<file path="config.mk">
export PLATFORM = sky130hd
export DESIGN_NAME = plic_mc_flat
export DESIGN_NICKNAME = d
export VERILOG_FILES = /design/src/rtl/plic_mc_if.sv /design/src/rtl/plic_mc.sv /design/src/flat_wrapper.sv
export SDC_FILE = /design/constraint.sdc
export NUM_CORES = 1
export LEC_CHECK = 0
export ABC_AREA = 1
export BUFFER_PORTS_ARGS = -buffer_cell sky130_fd_sc_hd__buf_4
export CAP_MARGIN = 15
export CORE_MARGIN = 10
export CORE_UTILIZATION = 40
export DETAILED_ROUTE_END_ITERATION = 10
export PLACE_DENSITY = 0.61
export SYNTH_ARGS = -nofsm -noshare
export SYNTH_HDL_FRONTEND = slang
export SYNTH_SLANG_ARGS = --single-unit
</file>
<file path="constraint.sdc">
create_clock -name clk_i -period 73.3 [get_ports clk_i]
set_input_delay 10.995 -clock clk_i [delete_from_list [all_inputs] [get_ports clk_i]]
set_output_delay 10.995 -clock clk_i [all_outputs]
set_load 0.1 [all_outputs]
</file>
<file path="src/rtl/plic_mc_if.sv">
// Bundle of the PLIC register-write, IRQ, claim and complete signals.
// Edge-trigger configuration ports appear only when PLIC_MC_EDGE_TRIG_EN is defined.
interface plic_mc_if #(
  parameter int NSOURCES   = 16,
  parameter int NCONTEXTS  = 2,
  parameter int PRIO_WIDTH = 3,
  parameter int ID_WIDTH   = $clog2(NSOURCES+1)
);
  logic [NSOURCES-1:0]            src_i;
  logic                           prio_we_i;
  logic [NSOURCES*PRIO_WIDTH-1:0] prio_wdata_i;
  logic [NCONTEXTS-1:0]           en_we_i;
  logic [NSOURCES-1:0]            en_wdata_i;
  logic [NCONTEXTS-1:0]           thr_we_i;
  logic [PRIO_WIDTH-1:0]          thr_wdata_i;
  logic [NCONTEXTS-1:0]           claim_req_i;
  logic [NCONTEXTS-1:0]           complete_i;
  logic [NCONTEXTS*ID_WIDTH-1:0]  complete_id_i;
  logic [NCONTEXTS-1:0]           ext_irq_o;
  logic [NCONTEXTS-1:0]           claim_valid_o;
  logic [NCONTEXTS*ID_WIDTH-1:0]  claim_id_o;
`ifdef PLIC_MC_EDGE_TRIG_EN
  logic                           trig_we_i;
  logic [NSOURCES-1:0]            trig_wdata_i;
`endif

  modport slave (
`ifdef PLIC_MC_EDGE_TRIG_EN
    input  trig_we_i, trig_wdata_i,
`endif
    input  src_i, prio_we_i, prio_wdata_i, en_we_i, en_wdata_i, thr_we_i, thr_wdata_i,
    input  claim_req_i, complete_i, complete_id_i,
    output ext_irq_o, claim_valid_o, claim_id_o
  );

  modport master (
`ifdef PLIC_MC_EDGE_TRIG_EN
    output trig_we_i, trig_wdata_i,
`endif
    output src_i, prio_we_i, prio_wdata_i, en_we_i, en_wdata_i, thr_we_i, thr_wdata_i,
    output claim_req_i, complete_i, complete_id_i,
    input  ext_irq_o, claim_valid_o, claim_id_o
  );
endinterface

</file>
<file path="src/rtl/plic_mc.sv">
// Multi-context PLIC: per-source gateway, per-context enable/threshold arbitration, claim/complete.
// Define PLIC_MC_EDGE_TRIG_EN to add per-source rising-edge triggering (trig_we_i/trig_wdata_i).
module plic_mc #(
  parameter int NSOURCES   = 16,
  parameter int NCONTEXTS  = 2,
  parameter int PRIO_WIDTH = 3,
  parameter int ID_WIDTH   = $clog2(NSOURCES+1)
) (
  input  logic      clk_i,
  input  logic      rst_ni,
  plic_mc_if.slave  bus
);
  logic [NSOURCES-1:0][PRIO_WIDTH-1:0]  prio_q;
  logic [NCONTEXTS-1:0][NSOURCES-1:0]   en_q;
  logic [NCONTEXTS-1:0][PRIO_WIDTH-1:0] thr_q;
  logic [NSOURCES-1:0]                  pend_q, pend_d, ifl_q, ifl_d;
  logic [NCONTEXTS-1:0]                 ext_q, ext_d, cv_q;
  logic [NCONTEXTS-1:0][ID_WIDTH-1:0]   cid_q, cid_d, cmpl_id;
  logic [NCONTEXTS-1:0][NSOURCES-1:0]   elig;
  logic [NCONTEXTS-1:0][PRIO_WIDTH-1:0] best_p;
  logic [NCONTEXTS-1:0][ID_WIDTH-1:0]   best_id;
  logic [NCONTEXTS-1:0]                 found;
  logic [NSOURCES-1:0]                  claim_set, cmpl_clr, lvl_set, edge_set;

  assign cmpl_id = bus.complete_id_i;

  always_comb begin
    elig  = '0;
    ext_d = '0;
    for (int c = 0; c < NCONTEXTS; c++) begin
      for (int k = 0; k < NSOURCES; k++)
        elig[c][k] = pend_q[k] & en_q[c][k] & (prio_q[k] > thr_q[c]);
      ext_d[c] = |elig[c];
    end
  end

  // Contexts arbitrate in index order; sources already taken by a lower context are skipped.
  always_comb begin
    claim_set = '0;
    cid_d     = cid_q;
    best_p    = '0;
    best_id   = '0;
    found     = '0;
    for (int c = 0; c < NCONTEXTS; c++) begin
      for (int k = 0; k < NSOURCES; k++) begin
        if (elig[c][k] && !claim_set[k] && (!found[c] || prio_q[k] > best_p[c])) begin
          found[c]   = 1'b1;
          best_p[c]  = prio_q[k];
          best_id[c] = ID_WIDTH'(k+1);
        end
      end
      if (bus.claim_req_i[c]) begin
        cid_d[c] = best_id[c];
        for (int k = 0; k < NSOURCES; k++)
          if (found[c] && best_id[c] == ID_WIDTH'(k+1)) claim_set[k] = 1'b1;
      end
    end
  end

  always_comb begin
    cmpl_clr = '0;
    for (int c = 0; c < NCONTEXTS; c++)
      for (int k = 0; k < NSOURCES; k++)
        if (bus.complete_i[c] && cmpl_id[c] == ID_WIDTH'(k+1)) cmpl_clr[k] = 1'b1;
  end

`ifdef PLIC_MC_EDGE_TRIG_EN
  logic [NSOURCES-1:0] trig_q, src_q;

  always_ff @(posedge clk_i or negedge rst_ni) begin
    if (!rst_ni) begin
      trig_q <= '0;
      src_q  <= '0;
    end else begin
      if (bus.trig_we_i) trig_q <= bus.trig_wdata_i;
      src_q <= bus.src_i;
    end
  end

  // Edge sources latch a new request even while in flight.
  assign lvl_set  = bus.src_i & ~ifl_q & ~trig_q;
  assign edge_set = bus.src_i & ~src_q & trig_q;
`else
  assign lvl_set  = bus.src_i & ~ifl_q;
  assign edge_set = '0;
`endif

  assign pend_d = ((pend_q | lvl_set) & ~claim_set) | edge_set;
  assign ifl_d  = (ifl_q & ~cmpl_clr) | claim_set;

  always_ff @(posedge clk_i or negedge rst_ni) begin
    if (!rst_ni) begin
      prio_q <= '0;
      en_q   <= '0;
      thr_q  <= '0;
      pend_q <= '0;
      ifl_q  <= '0;
      ext_q  <= '0;
      cv_q   <= '0;
      cid_q  <= '0;
    end else begin
      if (bus.prio_we_i) prio_q <= bus.prio_wdata_i;
      for (int c = 0; c < NCONTEXTS; c++) begin
        if (bus.en_we_i[c])  en_q[c]  <= bus.en_wdata_i;
        if (bus.thr_we_i[c]) thr_q[c] <= bus.thr_wdata_i;
      end
      pend_q <= pend_d;
      ifl_q  <= ifl_d;
      ext_q  <= ext_d;
      cv_q   <= bus.claim_req_i;
      cid_q  <= cid_d;
    end
  end

  assign bus.ext_irq_o     = ext_q;
  assign bus.claim_valid_o = cv_q;
  assign bus.claim_id_o    = cid_q;
endmodule

</file>
<file path="src/flat_wrapper.sv">
// flat-port wrapper written by rule: the top's interface ports become plain ports
module plic_mc_flat 
#(
  parameter int NSOURCES   = 16,
  parameter int NCONTEXTS  = 2,
  parameter int PRIO_WIDTH = 3,
  parameter int ID_WIDTH   = $clog2(NSOURCES+1)
)
  (clk_i, rst_ni, bus_src_i, bus_prio_we_i, bus_prio_wdata_i, bus_en_we_i, bus_en_wdata_i, bus_thr_we_i, bus_thr_wdata_i, bus_claim_req_i, bus_complete_i, bus_complete_id_i, bus_ext_irq_o, bus_claim_valid_o, bus_claim_id_o);
  plic_mc_if #(.NSOURCES(NSOURCES), .NCONTEXTS(NCONTEXTS), .PRIO_WIDTH(PRIO_WIDTH), .ID_WIDTH(ID_WIDTH)) bus_i ();
  input  logic clk_i;
  input  logic rst_ni;
  input wire logic [$bits(bus_i.src_i)-1:0] bus_src_i;
  input wire logic [$bits(bus_i.prio_we_i)-1:0] bus_prio_we_i;
  input wire logic [$bits(bus_i.prio_wdata_i)-1:0] bus_prio_wdata_i;
  input wire logic [$bits(bus_i.en_we_i)-1:0] bus_en_we_i;
  input wire logic [$bits(bus_i.en_wdata_i)-1:0] bus_en_wdata_i;
  input wire logic [$bits(bus_i.thr_we_i)-1:0] bus_thr_we_i;
  input wire logic [$bits(bus_i.thr_wdata_i)-1:0] bus_thr_wdata_i;
  input wire logic [$bits(bus_i.claim_req_i)-1:0] bus_claim_req_i;
  input wire logic [$bits(bus_i.complete_i)-1:0] bus_complete_i;
  input wire logic [$bits(bus_i.complete_id_i)-1:0] bus_complete_id_i;
  output wire logic [$bits(bus_i.ext_irq_o)-1:0] bus_ext_irq_o;
  output wire logic [$bits(bus_i.claim_valid_o)-1:0] bus_claim_valid_o;
  output wire logic [$bits(bus_i.claim_id_o)-1:0] bus_claim_id_o;
  assign bus_i.src_i = bus_src_i;
  assign bus_i.prio_we_i = bus_prio_we_i;
  assign bus_i.prio_wdata_i = bus_prio_wdata_i;
  assign bus_i.en_we_i = bus_en_we_i;
  assign bus_i.en_wdata_i = bus_en_wdata_i;
  assign bus_i.thr_we_i = bus_thr_we_i;
  assign bus_i.thr_wdata_i = bus_thr_wdata_i;
  assign bus_i.claim_req_i = bus_claim_req_i;
  assign bus_i.complete_i = bus_complete_i;
  assign bus_i.complete_id_i = bus_complete_id_i;
  assign bus_ext_irq_o = bus_i.ext_irq_o;
  assign bus_claim_valid_o = bus_i.claim_valid_o;
  assign bus_claim_id_o = bus_i.claim_id_o;
  plic_mc #(.NSOURCES(NSOURCES), .NCONTEXTS(NCONTEXTS), .PRIO_WIDTH(PRIO_WIDTH), .ID_WIDTH(ID_WIDTH)) u_core (.clk_i(clk_i), .rst_ni(rst_ni), .bus(bus_i));
endmodule
</file>
Word-level counts from Yosys, hierarchy flattened
Cells that the tools add are included.

Bits in registers: 132. Bits in latches: 0. Memory bits (writable): 0. Bits in read-only memories: 0. Input bits: 104. Output and inout port bits: 14. Logic and storage cells: 572. Memories: 0.

Add/subtract/negate cells: 0. Multipliers: 0. Divide/modulo/power cells: 0. Magnitude comparators: 62. Equality and inequality tests: 64. Shifts and indexed selects: 0. Multiplexer cells: 160. Bitwise operators: 72. Reductions and logical operators: 188.

Operators by type and width (count): $gt 3x3->1 (62); $eq 5x4->1 const B (32); $logic_and 1x1->1 (110); $mux 3 (34); $mux 1 (98); $eq 5x3->1 const B (16); $mux 5 (16); $and 1x1->1 (64); $and 16x16->16 (3); $not 16->16 (3); $logic_not 1->1 (46); $eq 5x2->1 const B (8); $mux 16 (2); $mux 4 (8); $or 16x16->16 (2); $reduce_or 16->1 (2); $logic_or 1x1->1 (30); $eq 5x1->1 const B (4); $eq 5x5->1 const B (4); $mux 2 (2).

Longest topological paths before layout
Gate-level depths: netlist (run 1).

Word-level depth: 136. Depth in mapped cells: 299.

Worst setup path before layout (run 1)
OpenSTA, ideal clock, no wires.

Kind: register -> register. From: register u_core.thr_q[2] in the netlist's numbering. To: register u_core.pend_q[4]. Setup time: 119 ps. Arrival: 32130 ps. Required time: 73181 ps. Path slack: 41051 ps. Cell stages (with the launch flop): 290. Period minus slack after synthesis: 32249 ps. Cell sequence: dfrtp_1 > inv_1 > ha_1 > nand3_1 > nand2_1 > nor2_2 > nand2_1 > ha_1 > a21oi_1 > nand2_1 > nand2_1 > nand2_1 > nand2_2 > nand2_1 > nand2_1 > ha_1 > a21oi_1 > o21ai_0 > (+254 left out) > inv_1 > nand2_1 > o21ai_1 > ha_1 > a21oi_1 > o21ai_0 > nand2_1 > nand2_1 > nand2_1 > inv_1 > nor2_1 > o21ai_0 > inv_1 > nand2_1 > nor2_4 > inv_1 > o21ai_1 > nor2_1.

Cells in the longest elaborated chain, start to end: 136.

RTL lines: from (decl) (line plic_mc.sv:15) `logic [NCONTEXTS-1:0][PRIO_WIDTH-1:0] thr_q;`; from (signal, indexed assignment) (line plic_mc.sv:105) `if (bus.thr_we_i[c]) thr_q[c] <= bus.thr_wdata_i;`; $gt 3x3->1 (line plic_mc.sv:32) `elig[c][k] = pend_q[k] & en_q[c][k] & (prio_q[k] > thr_q[c]);`; $and 1x1->1 (line plic_mc.sv:32); $mux 3 / $mux 1 (equally long branches) (line plic_mc.sv:46) `if (elig[c][k] && !claim_set[k] && (!found[c] || prio_q[k] > best_p[c])) begin`; $gt 3x3->1 / $logic_not 1->1 (equally long branches) (line plic_mc.sv:46); $logic_or 1x1->1 (line plic_mc.sv:46); $logic_and 1x1->1 (line plic_mc.sv:46); $mux 3 / $mux 1 (equally long branches) (line plic_mc.sv:46); $gt 3x3->1 / $logic_not 1->1 (equally long branches) (line plic_mc.sv:46); (+121 left out); $mux 5 (line plic_mc.sv:46); $eq 5x3->1 (line plic_mc.sv:55) `if (found[c] && best_id[c] == ID_WIDTH'(k+1)) claim_set[k] = 1'b1;`; $logic_and 1x1->1 (line plic_mc.sv:55); $mux 1 (line plic_mc.sv:55); $mux 16 (*) (line plic_mc.sv:52) `if (bus.claim_req_i[c]) begin`; $not 16->16 (*) (line plic_mc.sv:88) `assign pend_d = ((pend_q | lvl_set) & ~claim_set) | edge_set;`; $and 16x16->16 (*) (line plic_mc.sv:88); named net u_core.pend_d[4] (line plic_mc.sv:16) `logic [NSOURCES-1:0] pend_q, pend_d, ifl_q, ifl_d;`; to (signal assigned) (line plic_mc.sv:107) `pend_q <= pend_d;`; to (decl) (line plic_mc.sv:16).

Mark *: on every way through the listed nets, which the timed path passes. The rest lies on a longest branch. A chain may end at the register's enable or synchronous reset.

Worst setup path in the final report (run 1)
From: register u_core.prio_q[2] in the netlist's numbering. To: register u_core.pend_q[7].

Cells in the longest elaborated chain, start to end: 136.

RTL lines: from (decl) (line plic_mc.sv:13) `logic [NSOURCES-1:0][PRIO_WIDTH-1:0] prio_q;`; from (signal assigned) (line plic_mc.sv:102) `if (bus.prio_we_i) prio_q <= bus.prio_wdata_i;`; $gt 3x3->1 (line plic_mc.sv:32); $and 1x1->1 (line plic_mc.sv:32); $mux 3 / $mux 1 (equally long branches) (line plic_mc.sv:46); $gt 3x3->1 / $logic_not 1->1 (equally long branches) (line plic_mc.sv:46); $logic_or 1x1->1 (line plic_mc.sv:46); $logic_and 1x1->1 (line plic_mc.sv:46); $mux 3 / $mux 1 (equally long branches) (line plic_mc.sv:46); $gt 3x3->1 / $logic_not 1->1 (equally long branches) (line plic_mc.sv:46); (+121 left out); $mux 5 (line plic_mc.sv:46); $eq 5x4->1 (line plic_mc.sv:55); $logic_and 1x1->1 (line plic_mc.sv:55); $mux 1 (line plic_mc.sv:55); $mux 16 (*) (line plic_mc.sv:52); $not 16->16 (*) (line plic_mc.sv:88); $and 16x16->16 (*) (line plic_mc.sv:88); named net u_core.pend_d[7] (line plic_mc.sv:16).

Marked as above.

==> impl_results.md, run 1 <==
- Seq pwr share: 17.4%
- Via count: 10700
- Largest net degree at the start of global routing: 77
- Syn avg cell area: 7.69 µm²
- Global-route wire length before repair: 55700 µm
- Crit share post-route: 50.9%
- Setup crit start: u_core.prio_q[2]$_DFFE_PN0P_
- Core Region: 28500 µm²
- Final setup skew: 0.0138 ns
- Avg WL per Cell: 17.4 µm
- Max incr delay on CP: 0.42 ns
- Worst Path Required: 73.63 ns
- Die Wd: 190 µm
- Syn nets: 1774
- Count of flip-flops with a built-in enable after synthesis: 0
- Core Rows: 62
- Pwr dens: 43.6 nW/µm²
- FMAX: 26.8 MHz
- GP Congestion: 0.919
- Clock Pin Slew Worst Setup and Hold Paths: 0.06 ns
- CP Class: flip-flop to flip-flop
- Worst Hold Class: flip-flop to flip-flop
- Maximum vdd drop: 0.0000345 V
- Post-synthesis async set-or-reset flop share: 100%
- Iter 0 DRT Violations: 757
- Worst-path fanout max: 15
- CTS buffer count: 17
- Placed Instance Area: 12900 µm²
- Cts hold-fix bufs: 0
- Antenna violations before repair: 0
- Internal Power: 273 µW
- Vias per Instance: 5.28
- Ys flop type: dfrtp_1
- Post-route DRC: 0
- Crit path DAT: 37.63 ns
- Leak: 6.93 nW
- Status: complete, no violations
- Hold WS: 0.486 ns
- Final setup viols: 0
- H-tree levels: 4
- I/O Buffers: 117
- # clock sinks: 132
- Unique masters post-synth: 46
- Vias in the first global route: 10400
- Total Power: 586 µW
- Worst relative slew slack: 34.1%
- Synthesized area: 11500 µm²
- Crit path top cell by count: nand2_1
- Crit Reg-Reg Startpoint: u_core.prio_q[2]$_DFFE_PN0P_
- First drt pass iteration count: 5
- Fillers: 2950
- Fin crit period: 37.30 ns
- P&R area growth vs syn: 16.6%
- Die Ht: 190 µm
- Reg area: 3300 µm²
- Multi-input gate area: 7580 µm²
- CP Launch Type: flip-flop
- #FFs+latches synth: 132
- Psw: 313 µW
- Fin Setup TNS: 0 ns
- Crit-path slowest cell: dfrtp_1
- CTS tree: built
- HP Start: u_core.bus.claim_id_o[0]$_DFFE_PN0P_
- CP Capture Type: flip-flop
- Finished Layout Cells: 2024
- I/O pins: 118
- Actual slew at the worst max-slew pin: 0.988 ns
- Die area: 36000 µm²
- Post-route cell area: 13400 µm²
- Dpl cells: 1992
- Post-DP HPWL: 27200 µm
- Post-CTS Setup Bufs: 0
- Max Transition Viols Final: 0
- All-Layer GR Usage: 19.4%
- Routed Antenna Nets: 0
- Layout Nets: 1903
- Grt ovf: 0
- Final hold vios: 0
- Post-Route WL: 35200 µm
- Share of cells above drive strength 1: 19.6%
- Root buffer cell: clkbuf_16
- Comb power frac: 68.2%
- Register area share after synthesis: 28.7%
- Switching power share of the total: 53.4%
- Diodes inserted: 0
- Maxcap violations: 0
- Worst-skew pair later-pin latency: 0.44 ns
- Post-Syn Instances: 1498
- Post-cts repair resize count: 0
- Yosys warnings: 0
- Clock network fraction of total power: 14.4%
- Clk buf depth: 2
- Initial Util: 40.4%
- Unrepaired setup endpoints after global routing: false
==> critical path: cells and delay by family, from the launching register on <==
| family | cells | cell delay [ns] |
|---|---|---|
| compound gates | 71 | 11.06 |
| fa+ha+maj | 31 | 9.78 |
| buf+inv | 29 | 2.14 |
| flops | 1 | 0.42 |
| simple gates | 146 | 13.78 |
==> synthesized netlist by cell type, types with 3 or more instances <==
library cell,instances,area [µm²]
dfrtp_1,132,3300
a211oi_1,8,60.1
inv_1,140,526
nor2_1,108,405
a311oi_1,5,43.8
and2_1,4,25.0
a21oi_1,59,295
o21ai_0,154,771
inv_2,11,41.3
a221o_1,10,100
nor2_4,3,33.8
nand3_1,112,561
nand4_1,27,169
nand2_4,18,203
clkbuf_1,10,37.5
nand2_1,348,1310
ha_1,172,2150
o21ai_1,13,65.1
mux2_2,53,597
nand2_2,43,269
nand3_2,15,150
nor2_2,12,75.1
nor3_1,8,40.0
==> cell families (layout without fill, tap and decap cells) <==
| logic type | Yosys count | in the layout | share of synthesized area [%] |
|---|---|---|---|
| adders and majority gates | 172 | 172 | 18.7 |
| AOI/OAI and AO/OA | 264 | 264 | 12.8 |
| muxes | 53 | 53 | 5.18 |
| DFF | 132 | 132 | 28.7 |
| and+or+nand+nor | 711 | 711 | 29.1 |
| buffers and inverters | 166 | 308 | 5.54 |
==> routing by layer <==
metal  global-route usage, %  vias to the layer above  wire length (µm)
met4                    6.17                        0               749
met2                    30.4                      254             15700
met3                    3.15                       44              1740
li1                        -                     5404                 -
met5                       0                        -                 0
met1                    26.7                     4992             17000
==> final timing paths <==
path / end / slack [ns] / cells after the start
setup / recovery: u_core.pend_q[7]$_DFF_PN0_ / 36.00 / 277
max in group asynchronous: u_core.prio_q[17]$_DFFE_PN0P_ / 61.37 / 2
hold / removal: u_core.bus.claim_id_o[0]$_DFFE_PN0P_ / 0.49 / 2
min in group asynchronous: u_core.prio_q[43]$_DFFE_PN0P_ / 10.52 / 1
setup reg to reg: u_core.pend_q[7]$_DFF_PN0_ / 36.00 / 277
hold reg to reg: u_core.bus.claim_id_o[0]$_DFFE_PN0P_ / 0.49 / 2
==> cells in the final DEF, fill, tap and decap left out, drive strengths merged, types with 4 or more instances in the layout <==
| cell | synthesis | routed |
|---|---|---|
| nand2 | 409 | 409 |
| ha | 172 | 172 |
| o21ai | 167 | 167 |
| inv | 151 | 151 |
| dfrtp | 132 | 132 |
| nand3 | 128 | 128 |
| buf | 4 | 124 |
| nor2 | 123 | 123 |
| a21oi | 62 | 62 |
| mux2 | 53 | 53 |
| nand4 | 29 | 29 |
| clkbuf | 10 | 20 |
| a221o | 10 | 10 |
| clkinv | 1 | 9 |
| a211oi | 8 | 8 |
| nor3 | 8 | 8 |
| a311oi | 5 | 5 |
| and2 | 4 | 4 |
| or2 | 4 | 4 |
==> sequential cells by signal, summed over array words and instances, names as in the netlist <==
| signal | count |
|---|---|
| u_core.ifl_q | 16 |
| u_core.bus.claim_valid_o | 2 |
| u_core.prio_q | 48 |
| u_core.en_q | 32 |
| u_core.bus.claim_id_o | 10 |
| u_core.pend_q | 16 |
| u_core.thr_q | 6 |
| u_core.bus.ext_irq_o | 2 |
==> power groups by stage <==
stage               logic [mW]  registers [mW]  clock network (mW)
finish                   0.400           0.102              0.0844
detailed placement       0.394           0.103                   0
floorplan                0.288           0.118                   0
global route             0.452           0.103              0.0892
global placement         0.384           0.102                   0
CTS                      0.398           0.102              0.0860
==> layout make-up <==
type	instances	area share, %
timing repair buffer	124	6.96
clock inverter	12	0.801
tap	384	3.58
inverter	152	4.25
multi-input combinational	1200	56.4
sequential	132	24.6
clock buffer	20	3.40
==> through the flow <==
stage | worst slack (ns) | util [%]
global placement | 37.63 | 45.1
floorplan | 41.05 | -
detailed placement | 36.57 | 45.1
finish | 36.00 | 47.1
CTS | 36.24 | 47.1
global route | 31.25 | 47.1
No activity file was read; power rests on OpenSTA's default activity.
==> run 2, diff against run 1 <==
==> constraint.sdc (replaced) <==
create_clock -name clk_i -period 37.9 [get_ports clk_i]
set_input_delay 5.685 -clock clk_i [delete_from_list [all_inputs] [get_ports clk_i]]
set_output_delay 5.685 -clock clk_i [all_outputs]
set_load 0.1 [all_outputs]
==> run 2 against run 1 <==
Net effect: utilization rose by 1.1 points; setup slack worse by 32 ns; clock skew shrank 0.0040 ns; global-route usage rose by 0.23 points; sequential share of layout area fell by 0.55 points; sequential power rose by 92%; design area grew 2.3%; wire length increased by 0.42%; largest power group unchanged; critical path depth increased by 7.
==> impl_results.md, run 2 (synthesis results as in run 1) <==
- Status: complete, no violations
- Comb power frac: 68.1% (about the same)
- Share of cells above drive strength 1: 21.9% (+2.4 points)
- Crit-path slowest cell: dfrtp_2
- Worst-path fanout max: 12 (-3)
- Max incr delay on CP: 0.46 ns (+0.04 ns)
- CTS buffer count: 17 (unchanged)
- Max Transition Viols Final: 0 (unchanged)
- Worst Hold Class: flip-flop to flip-flop
- P&R area growth vs syn: 19.3%
- Maxcap violations: 0 (unchanged)
- # clock sinks: 132 (unchanged)
- GP Congestion: 0.950 (+3.4%)
- Clock Pin Slew Worst Setup and Hold Paths: 0.07 ns (about the same)
- Grt ovf: 0 (unchanged)
- Hold WS: 0.494 ns (+0.00806 ns)
- Switching power share of the total: 52.7% (-0.70 points)
- Die Wd: 190 µm (unchanged)
- Avg WL per Cell: 17.4 µm (-0.12%)
- Layout Nets: 1914 (+0.58%)
- Core Rows: 62 (unchanged)
- Commonest non-fill, non-tap cell in the layout: nand2_1
- Worst relative slew slack: 39.4% (+5.3 points)
- Crit share post-route: 90.3% (+39 points)
- CTS tree: built
- Internal Power: 565 µW (+110%)
- Iter 0 DRT Violations: 624 (-18%)
- Top Registers: u_core.prio_q: 48 flops, u_core.en_q: 32 flops
- Routed Antenna Nets: 0 (unchanged)
- Worst-skew pair later-pin latency: 0.44 ns (about the same)
- Clk buf depth: 2 (unchanged)
- Vias in the first global route: 10500 (+0.35%)
- Final hold vios: 0 (unchanged)
- Vias per Instance: 5.32 (+0.76%)
- CP Capture Type: flip-flop
- Most frequent cells in the layout: nand2_1, ha_1, inv_1
- Max reg flops: 48 (unchanged)
- Initial Util: 40.4% (unchanged)
- Antenna violations before repair: 0 (unchanged)
- Die Ht: 190 µm (unchanged)
- Clock network fraction of total power: 15.5% (+1.1 points)
- Crit path DAT: 34.56 ns (-3.07 ns)
- Pwr dens: 86.9 nW/µm² (+99%)
- Core Region: 28500 µm² (unchanged)
- I/O Buffers: 117 (unchanged)
- WP buf/inv: 28 (-3.4%)
- Diodes inserted: 0 (unchanged)
- Leak: 7.05 nW (+1.7%)
- All-Layer GR Usage: 19.6% (+0.23 points)
- Seq pwr share: 16.4% (-1.0 points)
- Via count: 10800 (+1.3%)
- Post-route DRC: 0 (unchanged)
- Post-DP HPWL: 27300 µm (+0.29%)
- I/O pins: 118 (unchanged)
- Total Power: 1.19 mW (+100%)
- H-tree levels: 4 (unchanged)
- Delay-heaviest family, CP: simple AND/OR/NAND/NOR gates
- Crit path top cell by count: nand2_1
- Fin crit period: 34.22 ns (-3.08 ns)
- Largest net degree at the start of global routing: 77 (unchanged)
- Worst Path Required: 38.24 ns (-35.39 ns)
- First drt pass iteration count: 5 (unchanged)
- Root buffer cell: clkbuf_16
- Die area: 36000 µm² (unchanged)
- Psw: 629 µW (+100%)
- CP Class: flip-flop to flip-flop
- Cts hold-fix bufs: 0 (unchanged)
- Final setup skew: 0.00984 ns (-0.00399 ns)
- Most flops, register: u_core.prio_q
- Global-route wire length before repair: 56400 µm (+1.2%)
- Maximum vdd drop: 0.0000519 V (+50%)
- Actual slew at the worst max-slew pin: 0.909 ns (-0.0795 ns)
- CP Launch Type: flip-flop
- Post-Route WL: 35400 µm (+0.42%)
- Final setup viols: 0 (unchanged)
- FMAX: 29.2 MHz (+9.0%)
- Final core occ: 48.2% (+1.1 points)
==> run 2: path summary, 6_finish.rpt <==
check / slack, ns / to / cells past startpoint / start
max in group asynchronous: 31.30 / u_core.prio_q[2]$_DFFE_PN0P_ / 2 / rst_ni
min in group asynchronous: 5.23 / u_core.prio_q[43]$_DFFE_PN0P_ / 1 / rst_ni
worst min-delay path: 0.49 / u_core.bus.claim_id_o[4]$_DFFE_PN0P_ / 2 / u_core.bus.claim_id_o[4]$_DFFE_PN0P_
worst min register to register: 0.49 / u_core.bus.claim_id_o[4]$_DFFE_PN0P_ / 2 / u_core.bus.claim_id_o[4]$_DFFE_PN0P_
worst max-delay path: 3.68 / u_core.pend_q[7]$_DFF_PN0_ / 284 / u_core.prio_q[1]$_DFFE_PN0P_
worst max register to register: 3.68 / u_core.pend_q[7]$_DFF_PN0_ / 284 / u_core.prio_q[1]$_DFFE_PN0P_
==> run 2: layout make-up <==
type	count	area, µm²
clock buffers	18	439
clock inverters	14	201
fillers	2920	14800
inverters	152	574
multi-input cells	1200	7730
flip-flops and latches	132	3310
well taps	384	480
repair buffers	135	1020
==> run 2: metal layers <==
| metal | share of wire [%] | GRT usage [%] |
|---|---|---|
| met2 | 45 | 30.9 |
| met5 | 0 | 0 |
| met3 | 4.7 | 3.86 |
| met1 | 48 | 26.7 |
| met4 | 2.0 | 5.83 |
==> run 2: per-stage QoR <==
stage          area (µm²)  TNS, ns  instances  setup slack [ns]
2_1_floorplan       11500        0       1498              5.65
3_3_place_gp        12900        0       1992              2.40
3_5_place_dp        12900        0       1992              1.17
4_1_cts             13500        0       2024             0.920
5_1_grt             13700    -1.06       2035            -0.157
6_report            13700        0       2035              3.68
==> run 2: power by group through the flow <==
| stage | Sequential (mW) | Combinational (mW) | Clock, mW |
|---|---|---|---|
| floorplan | 0.228 | 0.557 | 0 |
| global placement | 0.198 | 0.744 | 0 |
| detailed placement | 0.198 | 0.765 | 0 |
| CTS | 0.196 | 0.770 | 0.187 |
| global route | 0.200 | 0.918 | 0.194 |
| finish | 0.196 | 0.813 | 0.185 |
==> run 2: worst min-delay path: cells and delay by family, from the launching register on <==
kind | cells | cell delay, ns
simple gates | 2 | 0.12
flops | 1 | 0.35
==> run 2: repair_timing <==
item	4_1_cts	5_1_grt
gates resized for setup	0	78
setup endpoints to repair	0	37
buffers inserted	0	11
==> run 3, diff against run 2 <==
--- a/config.mk
+++ b/config.mk
@@ -8,7 +8,6 @@
 export ABC_AREA = 1
 export BUFFER_PORTS_ARGS = -buffer_cell sky130_fd_sc_hd__buf_4
 export CAP_MARGIN = 15
-export CORE_MARGIN = 10
 export CORE_UTILIZATION = 40
 export DETAILED_ROUTE_END_ITERATION = 10
 export PLACE_DENSITY = 0.61
==> constraint.sdc (replaced) <==
create_clock -name clk_i -period 37.4 [get_ports clk_i]
set_input_delay 7.48 -clock clk_i [delete_from_list [all_inputs] [get_ports clk_i]]
set_output_delay 7.48 -clock clk_i [all_outputs]
set_load 0.1 [all_outputs]
==> run 3 against run 2 <==
Net effect: sequential power about the same; via count hardly changed; design area grew 0.19%; clock skew grew 0.0038 ns; maximum frequency grew 0.80%; cell count about the same; global-route usage is 3.8 points higher; utilization rose by 0.88 points; critical path type unchanged; worst hold slack got worse by 0.0018 ns; first-iteration DRC count down 0.32%; critical endpoint is now u_core.pend_q[1]$_DFF_PN0_.
==> impl_results.md, run 3 (synthesis results as in run 1) <==
- Setup crit start: u_core.thr_q[0]$_DFFE_PN0P_
- Layout Nets: 1921 (+0.37%)
- Via count: 10800 (+0.065%)
- Worst slack, placed: 0.531 ns (-0.642 ns)
- Commonest non-fill, non-tap cell in the layout: nand2_1
- Top Registers: u_core.prio_q: 48 flops, u_core.en_q: 32 flops
- Post-route setup slack: 3.45 ns (-0.229 ns)
- Root buffer cell: clkbuf_16
- Delay-heaviest family, CP: simple AND/OR/NAND/NOR gates
- Worst Hold Class: flip-flop to flip-flop
- Post-Route WL: 34300 µm (-3.2%)
- H-tree levels: 4 (unchanged)
- P&R area growth vs syn: 19.6%
- Clock network fraction of total power: 14.3% (-1.2 points)
- Final core occ: 49.0% (+0.88 points)
- Pwr dens: 87.1 nW/µm² (+0.26%)
- Crit path top cell by count: nand2_1
- Die area: 29500 µm² (-18%)
- Final setup viols: 0 (unchanged)
- Core Rows: 61 (-1.6%)
- Clock Pin Slew Worst Setup and Hold Paths: 0.07 ns (about the same)
- Crit path DAT: 34.28 ns (-0.28 ns)
- Diodes inserted: 0 (unchanged)
- Global-route wire length before repair: 52900 µm (-6.2%)
- Routed Antenna Nets: 0 (unchanged)
- Post-DP HPWL: 25800 µm (-5.5%)
- FMAX: 29.5 MHz (+0.80%)
- CP Launch Type: flip-flop
- Initial Util: 41.0% (+0.66 points)
- CTS tree: built
- Worst-path fanout max: 17 (+5)
- Vias in the first global route: 9962 (-4.9%)
- Die Wd: 172 µm (-9.5%)
- Crit Reg-Reg Startpoint: u_core.thr_q[0]$_DFFE_PN0P_
- Grt ovf: 0 (unchanged)
- I/O Buffers: 117 (unchanged)
- Iter 0 DRT Violations: 622 (-0.32%)
- Maxcap violations: 0 (unchanged)
- Seq pwr share: 16.6% (+0.2 points)
- CP Capture Type: flip-flop
- Post-route DRC: 0 (unchanged)
- Clk buf depth: 2 (unchanged)
- Maximum vdd drop: 0.0000739 V (+42%)
- Max reg flops: 48 (unchanged)
- First drt pass iteration count: 7 (+2)
- Vias per Instance: 5.32 (about the same)
- Worst relative slew slack: 36.6% (-2.8 points)
- I/O pins: 118 (unchanged)
- Actual slew at the worst max-slew pin: 0.951 ns (+0.0427 ns)
- Most flops, register: u_core.prio_q
- WP buf/inv: 31 (+11%)
- Max Transition Viols Final: 0 (unchanged)
- Final setup skew: 0.0137 ns (+0.00384 ns)
- Worst Path Required: 37.73 ns (-0.51 ns)
- Avg WL per Cell: 16.8 µm (-3.2%)
- Worst-skew pair later-pin latency: 0.44 ns (about the same)
- Crit-path slowest cell: o21ai_0
- Leak: 7.07 nW (+0.30%)
- Psw: 639 µW (+1.6%)
- HP Start: u_core.bus.claim_id_o[7]$_DFFE_PN0P_
- Largest net degree at the start of global routing: 77 (unchanged)
- All-Layer GR Usage: 23.4% (+3.8 points)
- # clock sinks: 132 (unchanged)
- Share of cells above drive strength 1: 22.2% (+0.27 points)
- Most frequent cells in the layout: nand2_1, ha_1, buf_4
- Internal Power: 560 µW (-0.84%)
- Switching power share of the total: 53.3% (+0.61 points)
- Comb power frac: 69.1% (+1.0 points)
- Crit share post-route: 90.8% (+0.48 points)
- Antenna violations before repair: 0 (unchanged)
- CTS buffer count: 17 (unchanged)
- Fin crit period: 33.95 ns (-0.271 ns)
- CP Class: flip-flop to flip-flop
- Core Region: 28100 µm² (-1.6%)
- Final hold vios: 0 (unchanged)
- Max incr delay on CP: 0.33 ns (-0.13 ns)
- Status: complete, no violations
- Die Ht: 172 µm (-9.5%)
- GP Congestion: 0.895 (-5.7%)
-- run 3: power groups by stage --
stage / Sequential, mW / Combinational (mW) / Clock [mW]
after floorplan: 0.231 / 0.564 / 0
after global placement: 0.201 / 0.747 / 0
after detailed placement: 0.201 / 0.767 / 0
after CTS: 0.199 / 0.771 / 0.176
after global routing: 0.202 / 0.932 / 0.180
final: 0.199 / 0.829 / 0.172
-- run 3: cell type report --
cell class | instances | area (µm²)
Clock buffer | 18 | 439
Clock inverter | 14 | 146
Fill cell | 2813 | 14300
Inverter | 152 | 573
Multi-Input combinational cell | 1200 | 7740
Sequential cell | 132 | 3300
Tap cell | 378 | 473
Timing Repair Buffer | 142 | 1090
-- run 3: repair_timing --
item | 4_1_cts | 5_1_grt
endpoints found under the setup margin | 0 | 37
buffers inserted | 0 | 18
hold buffers | 0 | 0
resized for setup | 0 | 91
-- run 3: path summary, 6_finish.rpt --
| check | slack (ns) | endpoint | cells past startpoint |
|---|---|---|---|
| max | 3.45 | u_core.pend_q[1]$_DFF_PN0_ | 284 |
| max reg2reg | 3.45 | u_core.pend_q[1]$_DFF_PN0_ | 284 |
| min reg2reg | 0.49 | u_core.bus.claim_id_o[7]$_DFFE_PN0P_ | 2 |
| min in group asynchronous | 7.02 | u_core.prio_q[46]$_DFFE_PN0P_ | 1 |
| max in group asynchronous | 29.00 | u_core.en_q[3]$_DFFE_PN0P_ | 2 |
| min | 0.49 | u_core.bus.claim_id_o[7]$_DFFE_PN0P_ | 2 |
-- run 3: worst register-to-register path: cells and delay by family, from the launching register on --
| kind | cells | cell delay, ns |
|---|---|---|
| simple gates | 151 | 13.16 |
| flops | 1 | 0.32 |
| fa+ha+maj | 31 | 9.33 |
| compound gates | 71 | 8.84 |
| buf+inv | 31 | 2.30 |
-- run 3: layer usage --
layer | vias to the layer above | GRT usage, % | wire length (µm) | share of wire [%]
li1 | 5435 | - | - | -
met1 | 5114 | 32.6 | 16700 | 49
met2 | 261 | 38.0 | 15700 | 46
met3 | 31 | 2.95 | 1410 | 4.1
met4 | 0 | 6.29 | 521 | 1.5
met5 | - | 0 | 0 | 0
-- run 3: stage by stage --
| stage | hold WS, ns | cells | setup TNS (ns) | instance area (µm²) | total power, mW |
|---|---|---|---|---|---|
| 2_1_floorplan | 0.481 | 1498 | 0 | 11500 | 0.796 |
| 3_3_place_gp | 0.473 | 1986 | 0 | 12900 | 0.948 |
| 3_5_place_dp | 0.474 | 1986 | 0 | 12900 | 0.968 |
| 4_1_cts | 0.494 | 2018 | 0 | 13400 | 1.15 |
| 5_1_grt | 0.525 | 2036 | -1.38 | 13800 | 1.31 |
| 6_report | 0.492 | 2036 | 0 | 13800 | 1.20 |
